===== config.mk =====
export PLATFORM = sky130hd
export DESIGN_NAME = ccff_loader
export DESIGN_NICKNAME = d
export VERILOG_FILES = /design/src/rtl/ccff_loader_pkg.sv /design/src/rtl/ccff_byte_serializer.sv /design/src/rtl/ccff_loader.sv
export SDC_FILE = /design/constraint.sdc
export NUM_CORES = 1
export LEC_CHECK = 0
export CAP_MARGIN = 5
export CELL_PAD_IN_SITES_DETAIL_PLACEMENT = 2
export CELL_PAD_IN_SITES_GLOBAL_PLACEMENT = 2
export CORE_ASPECT_RATIO = 1.4
export CORE_MARGIN = 5
export CORE_UTILIZATION = 35
export CTS_CLUSTER_SIZE = 40
export DETAILED_ROUTE_END_ITERATION = 8
export PLACE_DENSITY_LB_ADDON = 0.12
export SETUP_SLACK_MARGIN = 0.3
export SYNTH_ARGS = -nofsm -noshare
export SYNTH_HDL_FRONTEND = slang
export SYNTH_SLANG_ARGS = --single-unit

===== constraint.sdc =====
create_clock -name prog_clk -period 4.45 [get_ports prog_clk]
set_input_delay 0.6675 -clock prog_clk [delete_from_list [all_inputs] [get_ports prog_clk]]
set_output_delay 0.6675 -clock prog_clk [all_outputs]
set_load 0.005 [all_outputs]

===== src/rtl/ccff_loader_pkg.sv =====
// Shared types and constants for the configuration-chain loader.
// The optional marker/verify feature is controlled by the CCFF_VERIFY_EN macro.
package ccff_loader_pkg;

    localparam int CCFF_BYTE_W = 8;
    localparam logic [CCFF_BYTE_W-1:0] CCFF_MARKER = 8'hA5;

    typedef enum logic [1:0] {
        ST_IDLE,
        ST_MARKER,
        ST_LOAD,
        ST_DONE
    } state_t;

    // Number of bitstream bytes needed to cover a chain of the given length.
    function automatic int ccff_num_bytes(input int chain_len);
        return (chain_len + CCFF_BYTE_W - 1) / CCFF_BYTE_W;
    endfunction

endpackage


===== src/rtl/ccff_byte_serializer.sv =====
// Byte-to-bit serializer for the configuration chain loader.
// A holding byte sits in front of an 8-bit shift register. The final byte of a
// load is loaded with only the bits the chain still needs, so surplus low-order
// bits are dropped rather than shifted.
module ccff_byte_serializer
    import ccff_loader_pkg::*;
#(
    parameter int CHAIN_LEN = 48
) (
    input  logic                   prog_clk,
    input  logic                   pReset,
    input  logic                   clear,
    input  logic                   accept_en,
    input  logic [CCFF_BYTE_W-1:0] in_data,
    input  logic                   in_valid,
    output logic                   in_ready,
    input  logic                   shift,
    output logic                   bit_avail,
    output logic                   head_bit
);

    localparam int NUM_BYTES = ccff_num_bytes(CHAIN_LEN);
    localparam int BCNT_W    = $clog2(NUM_BYTES + 1);
    localparam int LAST_BITS = CHAIN_LEN - CCFF_BYTE_W * (NUM_BYTES - 1);
    localparam logic [3:0] FULL_CNT = 4'(CCFF_BYTE_W);
    localparam logic [3:0] LAST_CNT = 4'(LAST_BITS);

    logic [CCFF_BYTE_W-1:0] hold_data;
    logic                   hold_full;
    logic                   hold_last;
    logic [CCFF_BYTE_W-1:0] shreg;
    logic [3:0]             bit_cnt;
    logic [BCNT_W-1:0]      accepted;
    logic                   handshake;
    logic                   in_is_last;
    logic                   sr_empty_next;
    logic                   reload_hold;
    logic                   reload_in;

    assign in_ready      = accept_en && !hold_full && (accepted < BCNT_W'(NUM_BYTES));
    assign handshake     = in_valid && in_ready;
    assign in_is_last    = (accepted == BCNT_W'(NUM_BYTES - 1));
    assign sr_empty_next = (bit_cnt == 4'd0) || (shift && (bit_cnt == 4'd1));
    assign reload_hold   = sr_empty_next && hold_full;
    assign reload_in     = sr_empty_next && !hold_full && handshake;
    assign bit_avail     = (bit_cnt != 4'd0);
    assign head_bit      = shreg[CCFF_BYTE_W-1];

    // Holding byte, shift register and byte counter; an incoming byte bypasses the holding byte when the shift register is draining.
    always_ff @(posedge prog_clk) begin
        if (!pReset || clear) begin
            hold_data <= '0;
            hold_full <= 1'b0;
            hold_last <= 1'b0;
            shreg     <= '0;
            bit_cnt   <= 4'd0;
            accepted  <= '0;
        end else begin
            if (handshake) begin
                accepted <= accepted + BCNT_W'(1);
            end
            if (reload_hold) begin
                shreg     <= hold_data;
                bit_cnt   <= hold_last ? LAST_CNT : FULL_CNT;
                hold_full <= 1'b0;
            end else if (reload_in) begin
                shreg   <= in_data;
                bit_cnt <= in_is_last ? LAST_CNT : FULL_CNT;
            end else begin
                if (shift && bit_avail) begin
                    shreg   <= {shreg[CCFF_BYTE_W-2:0], 1'b0};
                    bit_cnt <= bit_cnt - 4'd1;
                end
                if (handshake) begin
                    hold_data <= in_data;
                    hold_full <= 1'b1;
                    hold_last <= in_is_last;
                end
            end
        end
    end

endmodule


===== src/rtl/ccff_loader.sv =====
// Configuration-chain loader: serialises the bitstream MSB-first onto the
// chain and gates the chain shift. Defining CCFF_VERIFY_EN prefixes the
// stream with a marker byte and checks it as it emerges from ccff_tail.
module ccff_loader
    import ccff_loader_pkg::*;
#(
    parameter int CHAIN_LEN = 48,
    parameter int CNT_W     = $clog2(CHAIN_LEN + 9)
) (
    input  logic                   prog_clk,
    input  logic                   pReset,
    input  logic                   start,
    input  logic [CCFF_BYTE_W-1:0] in_data,
    input  logic                   in_valid,
    output logic                   in_ready,
    output logic                   ccff_head,
    output logic                   ccff_shift_en,
    input  logic                   ccff_tail,
    output logic                   busy,
    output logic                   done,
    output logic                   verify_ok,
    output logic [CNT_W-1:0]       shift_count
);

`ifdef CCFF_VERIFY_EN
    localparam int TOTAL_SHIFTS = CHAIN_LEN + CCFF_BYTE_W;
`else
    localparam int TOTAL_SHIFTS = CHAIN_LEN;
`endif

    state_t state;
    state_t next_state;
    logic   ser_clear;
    logic   accept_en;
    logic   ser_shift;
    logic   bit_avail;
    logic   head_bit;

    ccff_byte_serializer #(
        .CHAIN_LEN(CHAIN_LEN)
    ) u_serializer (
        .prog_clk (prog_clk),
        .pReset   (pReset),
        .clear    (ser_clear),
        .accept_en(accept_en),
        .in_data  (in_data),
        .in_valid (in_valid),
        .in_ready (in_ready),
        .shift    (ser_shift),
        .bit_avail(bit_avail),
        .head_bit (head_bit)
    );

`ifdef CCFF_VERIFY_EN
    logic [2:0] marker_idx;
    assign marker_idx = 3'd7 - shift_count[2:0];
`endif

    // Next-state logic plus the chain drive; a LOAD cycle with no bit ready simply stalls the chain.
    always_comb begin
        next_state    = state;
        ser_clear     = 1'b0;
        accept_en     = 1'b0;
        ser_shift     = 1'b0;
        ccff_shift_en = 1'b0;
        ccff_head     = 1'b0;
        busy          = 1'b0;
        case (state)
            ST_IDLE, ST_DONE: begin
                if (start) begin
                    ser_clear = 1'b1;
`ifdef CCFF_VERIFY_EN
                    next_state = ST_MARKER;
`else
                    next_state = ST_LOAD;
`endif
                end
            end
`ifdef CCFF_VERIFY_EN
            ST_MARKER: begin
                busy          = 1'b1;
                accept_en     = 1'b1;
                ccff_shift_en = 1'b1;
                ccff_head     = CCFF_MARKER[marker_idx];
                if (shift_count == CNT_W'(CCFF_BYTE_W - 1)) begin
                    next_state = ST_LOAD;
                end
            end
`endif
            ST_LOAD: begin
                busy      = 1'b1;
                accept_en = 1'b1;
                if (bit_avail) begin
                    ccff_shift_en = 1'b1;
                    ccff_head     = head_bit;
                    ser_shift     = 1'b1;
                    if (shift_count == CNT_W'(TOTAL_SHIFTS - 1)) begin
                        next_state = ST_DONE;
                    end
                end
            end
            default: next_state = ST_IDLE;
        endcase
    end

    // State register and shift counter; a new start zeroes the count.
    always_ff @(posedge prog_clk) begin
        if (!pReset) begin
            state       <= ST_IDLE;
            shift_count <= '0;
        end else begin
            state <= next_state;
            if (ser_clear) begin
                shift_count <= '0;
            end else if (ccff_shift_en) begin
                shift_count <= shift_count + CNT_W'(1);
            end
        end
    end

    assign done = (state == ST_DONE);

`ifdef CCFF_VERIFY_EN
    logic       verify_err;
    logic [2:0] tail_idx;
    logic       tail_check;

    assign tail_idx   = 3'd7 - (shift_count[2:0] - 3'(CHAIN_LEN));
    assign tail_check = (state == ST_LOAD) && ccff_shift_en
                        && (shift_count >= CNT_W'(CHAIN_LEN));

    // Sticky marker-compare error: once the marker reaches the chain tail each emerging bit must match.
    always_ff @(posedge prog_clk) begin
        if (!pReset || ser_clear) begin
            verify_err <= 1'b0;
        end else if (tail_check && (ccff_tail != CCFF_MARKER[tail_idx])) begin
            verify_err <= 1'b1;
        end
    end

    assign verify_ok = done && !verify_err;
`else
    logic unused_tail;
    assign unused_tail = ccff_tail;
    assign verify_ok   = 1'b0;
`endif

endmodule


Word level (Yosys, flattened, before mapping)

Index checks and enable logic that the tools add are counted.

Register bits: 32
Bits of input ports: 13
Output and inout port bits: 12
Word-level logic and storage cells: 62

$add $sub $neg: 3
$lt $le $gt $ge: 1
Equal/unequal tests: 7
Mux-type cells: 17
Bitwise operators: 3
Reduce and logical (&&, ||, !) cells: 23

Operators with widths:

| kind                                                                  | count |
|---|---|
| 8-bit two-way mux                                                     | 3 |
| 4-bit two-way mux                                                     | 3 |
| 1-bit logical AND                                                     | 8 |
| 1-bit two-way mux                                                     | 7 |
| 6-bit by 1-bit adder with 6-bit output, second input constant         | 1 |
| 6-bit equality test, second input constant                            | 1 |
| 2-bit two-way mux                                                     | 3 |
| 3-bit AND reduction                                                   | 2 |
| 2-bit OR reduction                                                    | 3 |
| 2-bit equality test, second input constant                            | 2 |
| 4-bit by 1-bit equality test with 1-bit output, second input constant | 1 |
| 4-bit logical NOT                                                     | 1 |
| 2-bit != test, second input constant                                  | 2 |
| 2-bit one-hot mux with 2 select lines                                 | 1 |
| 4-bit nonzero test                                                    | 1 |
| 4-bit by 1-bit subtractor with 4-bit output, second input constant    | 1 |
| 3-bit by 1-bit adder with 3-bit output, second input constant         | 1 |
| 3-bit < comparator, second input constant                             | 1 |
| 1-bit NOT                                                             | 3 |
| 3-bit nonzero test                                                    | 1 |
| 3-bit OR reduction                                                    | 1 |
| 1-bit logical NOT                                                     | 2 |
| 2-bit logical NOT                                                     | 1 |
| 1-bit logical OR                                                      | 2 |
| other kinds (2)                                                       | 2 |

Logic depth before layout (Yosys ltp)

Depth after elaboration: 9
Depth in mapped cells: 8
Gate-level depth less buffers: 6

Modules after synthesis

Synthesis repeated with hierarchy kept, for this count alone.

Cells, all modules: 198
Area total of the unflattened synthesis: 1692.9 sq um

By module, submodules not included:

| module               | times used | cells an instance | area an instance (sq um) | sequential area each (sq um) |
|---|---|---|---|---|
| ccff_byte_serializer | 1          | 153               | 1256.2                   | 480.5 |
| ccff_loader          | 1          | 45                | 436.7                    | 160.2 |

Least setup slack after synthesis

Ideal clock, no wire load.

Path kind: register to output
From: register u_serializer.bit_cnt[0]
To: output ccff_head
Data arrival time: 1300 ps
Data required time: 3783 ps
Path slack: 2482 ps
Cell stages (with the launch flop): 6
Buffers on the path: 1
Cell sequence: dfxtp_1 > inv_1 > ha_1 > or3b_4 > clkbuf_1 > and3_1

Word-level cells in the longest chain between the ends: 3

Ends and longest elaborated chain:

| element                  | RTL line                   | RTL |
|---|---|---|
| start: declaration       | ccff_byte_serializer.sv:32 | `logic [3:0] bit_cnt;` |
| start signal: assignment | ccff_byte_serializer.sv:64 | `bit_cnt <= hold_last ? LAST_CNT : FULL_CNT;` |
| start signal: assignment | ccff_byte_serializer.sv:68 | `bit_cnt <= in_is_last ? LAST_CNT : FULL_CNT;` |
| start signal: assignment | ccff_byte_serializer.sv:72 | `bit_cnt <= bit_cnt - 4'd1;` |
| 4-bit nonzero test       | ccff_byte_serializer.sv:46 | `assign bit_avail = (bit_cnt != 4'd0);` |
| 1-bit two-way mux        | ccff_loader.sv:93          | `if (bit_avail) begin` |
| 1-bit two-way mux        | ccff_loader.sv:68          | `case (state)` |
| end: declaration         | ccff_loader.sv:16          | `output logic ccff_head,` |

Every way passes these cells.

Worst setup path after layout

From: register state[1]
To: output ccff_shift_en

Word-level cells in the longest chain between the ends: 2

Ends and longest elaborated chain:

| element                  | RTL line           | RTL |
|---|---|---|
| start: declaration       | ccff_loader.sv:31  | `state_t state;` |
| start signal: assignment | ccff_loader.sv:112 | `state <= next_state;` |
| 2-bit equality test      | ccff_loader.sv:68  |  |
| 1-bit two-way mux        | ccff_loader.sv:68  |  |
| end: declaration         | ccff_loader.sv:17  | `output logic ccff_shift_en,` |

Every way passes these cells.

==> report_table.html <==
<table>
<tr><th>Metric</th><th>Value</th></tr>
<tr><th colspan="2">Synth</th></tr>
<tr><td>Distinct cell type count of the synthesized netlist</td><td>39</td></tr>
<tr><td>Async SR Flop Fraction</td><td>0</td></tr>
<tr><td>Main flop type after synthesis</td><td>dfxtp_1</td></tr>
<tr><td>Largest family of logic cells by synthesized area</td><td>simple AND/OR/NAND/NOR gates</td></tr>
<tr><td>Post-synthesis net count</td><td>208</td></tr>
<tr><td>Count of flip-flops with a built-in enable after synthesis</td><td>0</td></tr>
<tr><td>Post-synthesis sequential area ratio</td><td>0.384</td></tr>
<tr><td>Area share of fa/ha/maj cells after synthesis</td><td>0.0601</td></tr>
<tr><td>Number of instances in the synthesized netlist</td><td>187</td></tr>
<tr><td>Count of yosys warnings during synthesis</td><td>0</td></tr>
<tr><td>Fraction of synthesized area in multiplexers</td><td>0.0601</td></tr>
<tr><td>Mapped cell area</td><td>between 1500 and 2000 um^2</td></tr>
<tr><td>Average size of a mapped cell</td><td>8.91 um^2</td></tr>
<tr><td>Post-Synth XOR/XNOR Area</td><td>0.0473</td></tr>
<tr><td>Flip-flop and latch count after synthesis</td><td>32</td></tr>
<tr><td>Basic-gate share of the synthesized area counting and, or, nand and nor cells</td><td>0.202</td></tr>
<tr><td>Share of the synthesized area in compound gates (AO/OA/AOI/OAI)</td><td>0.189</td></tr>
<tr><th colspan="2">Route</th></tr>
<tr><td>Vias after detailed routing</td><td>roughly 1,400</td></tr>
<tr><td>Routed len/inst</td><td>16.7 um</td></tr>
<tr><td>Starting DRC count in detailed routing</td><td>12</td></tr>
<tr><td>Vias per inst</td><td>5.31</td></tr>
<tr><td>Wire length reported by the detailed router</td><td>4420 um</td></tr>
<tr><td>Remaining routing DRC violations</td><td>0</td></tr>
<tr><td>Detail Route Antenna Nets</td><td>0</td></tr>
<tr><td>DR pass1 iterations</td><td>4</td></tr>
<tr><th colspan="2">Global routing</th></tr>
<tr><td>Pin count of the biggest net entering global routing</td><td>32</td></tr>
<tr><td>Overflow after GRT</td><td>0</td></tr>
<tr><td>Initial antenna violation count</td><td>0</td></tr>
<tr><td>Wire length of the first global-routing pass</td><td>7470 um</td></tr>
<tr><td>Global Route Usage Sum</td><td>0.155</td></tr>
<tr><td>Vias in the first global route</td><td>approximately 1,600</td></tr>
<tr><th colspan="2">STA</th></tr>
<tr><td>Final max-slew violation count</td><td>0</td></tr>
<tr><td>Measured slew at the worst slew-check pin</td><td>between 1 and 1.5 ns</td></tr>
<tr><td>Relative slew slack</td><td>0.279</td></tr>
<tr><td>Min Tclk post-route</td><td>3.03 ns</td></tr>
<tr><td>Unrepaired setup endpoints after global routing</td><td>no</td></tr>
<tr><td>Final Hold Vio Count</td><td>0</td></tr>
<tr><td>F_max</td><td>330 MHz</td></tr>
<tr><td>Skew final</td><td>approximately 0.0075 ns</td></tr>
<tr><td>Final worst-path cycle share</td><td>0.681</td></tr>
<tr><td>Final total negative setup slack</td><td>0 ns</td></tr>
<tr><td>Count of endpoints failing setup in the final report</td><td>0</td></tr>
<tr><th colspan="2">Floorplanning</th></tr>
<tr><td>Row count</td><td>29</td></tr>
<tr><td>Initial core utilization</td><td>0.365</td></tr>
<tr><td>Die height</td><td>91.6 um</td></tr>
<tr><td>Horizontal die dimension</td><td>68.3 um</td></tr>
<tr><td>Overall die area</td><td>6260 um^2</td></tr>
<tr><td>Standard cell core area</td><td>4570 um^2</td></tr>
<tr><td>Ports placed on the boundary</td><td>25</td></tr>
<tr><th colspan="2">CTS</th></tr>
<tr><td>Insertion delay to the later sink of the worst-skew pair</td><td>0.29 ns</td></tr>
<tr><td>Clock transition at the registers of the reported paths</td><td>0.07 ns</td></tr>
<tr><td>Sink count of the clock tree</td><td>32</td></tr>
<tr><td>Count of hold-fix buffers inserted at cts</td><td>0</td></tr>
<tr><td>Post-CTS setup buffer count</td><td>0</td></tr>
<tr><td>Number of clock buffers inserted by TritonCTS</td><td>5</td></tr>
<tr><td>CTS tree</td><td>yes</td></tr>
<tr><td>CTS Root Cell</td><td>clkbuf_8</td></tr>
<tr><td>Maximum level of the CTS H-tree</td><td>2</td></tr>
<tr><td>Longest Clk Path Bufs</td><td>2</td></tr>
<tr><td>Count of cells resized by post-cts repair</td><td>0</td></tr>
<tr><th colspan="2">Critical path</th></tr>
<tr><td>Max stage delay on crit path</td><td>0.76 ns</td></tr>
<tr><td>Type of element capturing the critical path</td><td>primary output</td></tr>
<tr><td>Path type of the worst setup path</td><td>flip-flop to primary output</td></tr>
<tr><td>Endpoint required time on the critical path</td><td>approximately 3.8 ns</td></tr>
<tr><td>Crit path max-delay family</td><td>adder cells</td></tr>
<tr><td>Crit path buf inv count</td><td>1</td></tr>
<tr><td>CP max-delay cell</td><td>ha_1</td></tr>
<tr><td>Arrival time of data at the critical path endpoint</td><td>2.36 ns</td></tr>
<tr><td>Sort of element at the start of the critical path</td><td>flip-flop</td></tr>
<tr><td>Critical path fanouts, max</td><td>29</td></tr>
<tr><td>Critical-path cell list</td><td>ha_1 &gt; and2_4 &gt; clkdlybuf4s50_1</td></tr>
<tr><th colspan="2">Power and ir drop</th></tr>
<tr><td>Pwr/cell area</td><td>446 nW/um^2</td></tr>
<tr><td>Leakage component of the power</td><td>0.777 nW</td></tr>
<tr><td>Max VDD drop</td><td>roughly 180 uV</td></tr>
<tr><th colspan="2">Layout</th></tr>
<tr><td>Relative area change from synthesis to final layout</td><td>18.8%</td></tr>
<tr><td>Fraction of final layout cells with drive strength greater than 1</td><td>0.0792</td></tr>
<tr><td>Most frequent standard cell in the layout excluding fill and tap cells</td><td>dfxtp_1</td></tr>
<tr><td>Diode insertion count for antenna repair</td><td>0</td></tr>
<tr><td>Non-Filler Cell Area, Final</td><td>1980 um^2</td></tr>
<tr><td>Net total in the final layout</td><td>222</td></tr>
<tr><td>Leading cell types in the layout, fill and taps excluded</td><td>dfxtp_1, clkdlybuf4s50_1, nor2_1</td></tr>
<tr><td>Final cell utilization of the core</td><td>0.433</td></tr>
<tr><th colspan="2">Placement</th></tr>
<tr><td>Dpl cell area</td><td>around 1900 um^2</td></tr>
<tr><td>Final HPWL DP</td><td>3140 um</td></tr>
<tr><td>Number of buffers inserted by port buffering</td><td>22</td></tr>
<tr><td>Routability congestion estimate</td><td>~0.7</td></tr>
<tr><th colspan="2">Hold path</th></tr>
<tr><td>Tightest Hold Check Type</td><td>flip-flop to flip-flop</td></tr>
<tr><th colspan="2">Run status</th></tr>
<tr><td>Outcome</td><td>completed</td></tr>
<tr><th colspan="2">Run</th></tr>
<tr><td>Max cap viols</td><td>0</td></tr>
</table>
-- report_power, final --
| group | switching (mW) | internal (mW) | total (mW) |
|---|---|---|---|
| Sequential | 0.0211 | 0.310 | 0.331 |
| Combinational | 0.197 | 0.122 | 0.318 |
| Clock | 0.111 | 0.123 | 0.234 |
-- worst min-delay path, cell delays in order (launching register included) --
cell     delay, ns
dfxtp_1       0.31
nand2_1       0.06
a21oi_1       0.06
-- synthesized netlist by cell type (2+ instances only) --
cell,n,share of area
dfxtp_1,32,0.38
nor2_1,17,0.038
nand2_1,13,0.029
a21oi_1,11,0.033
and3_1,10,0.038
mux2i_1,10,0.060
a21boi_0,8,0.036
ha_1,8,0.060
a32o_1,7,0.042
clkbuf_1,7,0.016
o22ai_1,7,0.026
nand3_1,6,0.018
xor2_1,5,0.026
and2_1,4,0.015
buf_2,4,0.012
inv_1,4,0.0090
nor3_1,4,0.012
xnor2_1,4,0.021
nor2b_1,3,0.011
a31oi_1,2,0.0075
buf_4,2,0.0090
or2_2,2,0.0075
-- layout make-up --
class | count | area, um^2
fillers | 542 | 2590
multi-input cells | 136 | 935
flip-flops and latches | 32 | 641
repair buffers | 22 | 220
clock buffers | 6 | 82.6
well taps | 62 | 77.6
inverters | 4 | 15.0
clock inverters | 2 | 10.0
-- kinds of logic (layout without fill, tap and decap cells) --
group,Yosys count,in the layout
AOI/OAI and AO/OA,42,42
xor gates and xnor gates,9,9
adders and majority gates,8,8
buffers and inverters,19,34
DFF,32,32
muxes,10,10
other,1,1
and+or+nand+nor,66,66
-- metrics by stage --
step	power (mW)	std cells	hold WS, ns	setup WS, ns
finish	0.884	264	0.476	1.42
floorplan	0.567	187	0.437	2.48
CTS	0.900	264	0.483	1.36
detailed placement	0.660	256	0.457	1.68
global route	0.942	264	0.508	1.26
global placement	0.637	256	0.445	1.79
-- path summary, 6_finish.rpt --
kind	startpoint	to	slack [ns]	depth (start not counted)
hold reg to reg	u_serializer.hold_data[0]	u_serializer.hold_data[0]	0.48	2
hold / removal	u_serializer.hold_data[0]	u_serializer.hold_data[0]	0.48	2
setup reg to reg	state[1]	u_serializer.hold_data[5]	1.82	5
setup / recovery	state[1]	ccff_shift_en	1.42	3
-- registers in the layout, summed over array words and instances (netlist names) --
| name | cells |
|---|---|
| shift_count | 6 |
| u_serializer.bit_cnt | 4 |
| state | 2 |
| u_serializer.hold_data | 8 |
| u_serializer.hold_full | 1 |
| u_serializer.accepted | 3 |
| u_serializer.shreg | 8 |
-- layer usage --
metal,share of wire,GRT usage
met1,0.39,0.161
met2,0.56,0.290
met3,0.031,0.0342
met4,0.013,0.0547
met5,0,0
(Power assumes the default switching activity.)
==> RTL change 1: new RTL, config.mk and constraints unchanged <==
The 4 states of `state_t` get a one-hot encoding in 4 bits.
--- a/src/rtl/ccff_loader_pkg.sv
+++ b/src/rtl/ccff_loader_pkg.sv
@@ -7,7 +7,7 @@
 
-    typedef enum logic [1:0] {
-        ST_IDLE,
-        ST_MARKER,
-        ST_LOAD,
-        ST_DONE
+    typedef enum logic [3:0] {
+        ST_IDLE   = 4'b0001,
+        ST_MARKER = 4'b0010,
+        ST_LOAD   = 4'b0100,
+        ST_DONE   = 4'b1000
     } state_t;
Function: no difference found for any inputs over 10 cycles, from zero or initial values and one cycle with pReset low; not proved beyond that.
==> RTL change 1 against the unedited design <==
Final area rose by 3.5%. Setup slack got worse by 0.28 ns. Wire length up 14%. Register-to-register slack improved by 0.22 ns. Sequential cell count grew 1. Synthesized area is 2.0% higher. Critical endpoint unchanged.
Power is not compared: it rests on default switching activity, and its combinational part moved more than twofold at a synthesized area within 25%.
==> RTL change 1: results <==
[route]
met2_length_um = 2860
wl_per_cell_um = 18.2
wl_met3_um = 132
drtIter0Drc = 27
routedLengthMet1_um = 1980

[global_routing]
grt_pass1_wl_um = 8680
grt_max_degree = 28
met3_usage_pct = 3.28
grt_pass1_vias = 1777
gr-usage-met2_pct = 32.4

[timing]
tightestPinTransition_ns = 0.766

[worst_hold_path]
worstHoldPathCells = 1
min_from = "u_serializer.shreg[7]$_SDFFE_PP0P_"

[yosys]
synth.area.mux_share_pct = 0.589
synth_common_cells = "dfxtp_1, nand3_1, a21oi_1"
synthAdderAreaFrac_pct = 3.68
synth_compound_area_share_pct = 22.3

[place]
placed_cells = 269
place.gp.congestion = 0.754
dp_slack_ns = 1.42

[worst_setup_path]
path_max_fanout = 27
crit_arrival_ns = 2.65

[cells_and_area]
layout.nets = 230
drive_gt1_share_pct = 7.51

[status]
status = "finished clean"
==> RTL change 1: changes by cell type after synthesis, sizes merged, moves of 3 or more <==
cell	before	now
a21boi	8	3
nand2	13	8
and3	10	1
nor2b	3	0
a31oi	2	8
mux2i	10	1
o21ai	0	11
and2	5	1
nand3	6	20
ha	8	5
or3	0	7
nand4	1	5
nor2	18	11
==> RTL change 1: worst max-delay path: stages, from the launching register on <==
cell and delay (ns):
dfxtp_1 0.42, or3b_1 0.57, inv_2 0.46, nand2_1 0.21
clkinv_1 0.18, clkdlybuf4s50_1 0.53
==> RTL change 1: layout make-up <==
| type | instances | area (um^2) | share of cell area (%) |
|---|---|---|---|
| clock buffer | 7 | 86.3 | 4.21 |
| clock inverter | 1 | 30.0 | 1.47 |
| inverter | 6 | 22.5 | 1.10 |
| multi-input combinational | 143 | 942 | 46.0 |
| sequential | 33 | 661 | 32.2 |
| tap | 64 | 80.1 | 3.91 |
| timing repair buffer | 23 | 228 | 11.1 |
==> RTL change 2: new RTL, same settings <==
Without the edit above. `CCFF_BYTE_W`: 8 -> 12.
--- a/src/rtl/ccff_loader_pkg.sv
+++ b/src/rtl/ccff_loader_pkg.sv
@@ -4,3 +4,3 @@
 
-    localparam int CCFF_BYTE_W = 8;
+    localparam int CCFF_BYTE_W = 12;
     localparam logic [CCFF_BYTE_W-1:0] CCFF_MARKER = 8'hA5;
Interface: changed (resized in_data); port bits go from 25 to 29. The function was not compared with the original's and may differ.
==> RTL change 2 against the unedited design <==
Wire length increased by 23%. Synthesized area grew 17%. Setup slack lost 0.18 ns. Via count rose by 18%. Power up 46%. Sequential share of layout area increased by 2.3 points. Sequential cell count increased by 8. Final area up 17%. Critical endpoint unchanged.
==> RTL change 2: results <==
[place]
place_hpwl_um = 3930
portBuffers = 26
placed_area_um2 = 2220
place.gp.congestion = 0.698

[worst_hold_path]
hp-class = "reg2reg"

[worst_setup_path]
slowest_delay_ns = 0.60
cp_slowest_cell = "clkdlybuf4s50_1"
crit_family = "buffers and inverters"
crit_arrival_ns = 2.55
path_max_fanout = 14

[global_routing]
grt_pass1_wl_um = 9140
grt_max_degree = 26
antenna_found_initial = 0
grt_pass1_vias = 1844
track_usage_pct = 16.3

[yosys]
async_reset_ff_share_pct = 0
ys_types = 46
synth_common_cells = "dfxtp_1, nor2_1, nand2_1"
ys_seq_area_share_pct = 41.0
syn_nets = 241
synth_area_leaders = "dfxtp_1, mux2i_1, nor2_1"

[cells_and_area]
reg_top3 = "u_serializer.hold_data (12), u_serializer.shreg (12), shift_count (6)"
layout.nets = 261
drive_gt1_share_pct = 7.17
fin_area_um2 = 2310
fillers = 601

[clock_network]
insertion_delay_ns = 0.30
cts-root-buf = "clkbuf_8"
post_cts_buffers = 0
htreeDepth = 2
cts_resized = 0
path_clk_slew_ns = 0.09

[power]
ir_worst_vdd_mv = 0.202
leakagePower_nw = 0.873

[status]
status = "finished clean"

[route]
wl_per_cell_um = 17.9
viasPerCell = 5.43
drtIter0Drc = 52
drt_first_pass_iters = 4

[timing]
slew_headroom_pct = 36.4
fin_worst_skew_ns = 0.00942
RTL change 2: area by class of cell:
cell class / count / share of cell area, %
timing repair buffer: 26 / 11.3
tap: 68 / 3.68
clock inverter: 3 / 0.812
multi-input combinational: 155 / 45.3
sequential: 40 / 34.6
clock buffer: 5 / 2.98
inverter: 8 / 1.30
RTL change 2: power breakdown:
group / switching [W] / internal, W / leakage, nW
combinational: 0.000355 / 0.000207 / 0.500
sequential: 0.0000538 / 0.000425 / 0.324
clock: 0.000137 / 0.000109 / 0.0479
RTL change 2: final timing paths:
path,from,endpoint,slack [ns],cells after the start
min reg2reg,u_serializer.shreg[0]$_SDFFE_PP0P_,u_serializer.shreg[1]$_SDFFE_PP0P_,0.47,2
max,state[1]$_SDFFE_PN0P_,ccff_shift_en,1.24,4
max reg2reg,state[1]$_SDFFE_PN0P_,u_serializer.shreg[6]$_SDFFE_PP0P_,1.86,5
min,u_serializer.shreg[0]$_SDFFE_PP0P_,u_serializer.shreg[1]$_SDFFE_PP0P_,0.47,2
RTL change 2: metal layers:
layer,global-route usage (%),up-vias,routed length [um],part of all wire (%)
li1,-,801,-,-
met1,17.2,820,2140,39
met2,30.3,26,3040,56
met3,3.47,10,167,3.1
met4,6.53,0,102,1.9
met5,0,-,0,0
RTL change 2: logic make-up after synthesis:
kind of cell	count (synthesis)	synth area share (%)
simple gates	72	19.5
compound gates	51	17.5
flops	40	41.0
buf+inv	21	5.38
mux	16	8.19
fa+ha+maj	8	5.12
xor+xnor	7	3.14
other cells	1	0.192
RTL change 2: worst register-to-register path, delay by kind of cell (launching register included):
kind,cells,cell delay (ns)
flops,1,0.41
simple gates,1,0.31
compound gates,3,1.28
fa+ha+maj,1,0.52
RTL change 2: metrics by stage:
step / std cells / hold WS [ns] / total power [W] / worst slack [ns]
floorplan: 216 / 0.445 / 0.000901 / 2.51
global placement: 297 / 0.456 / 0.00100 / 1.65
detailed placement: 297 / 0.471 / 0.00105 / 1.54
CTS: 305 / 0.476 / 0.00130 / 1.19
global route: 305 / 0.507 / 0.00138 / 0.982
finish: 305 / 0.470 / 0.00129 / 1.24
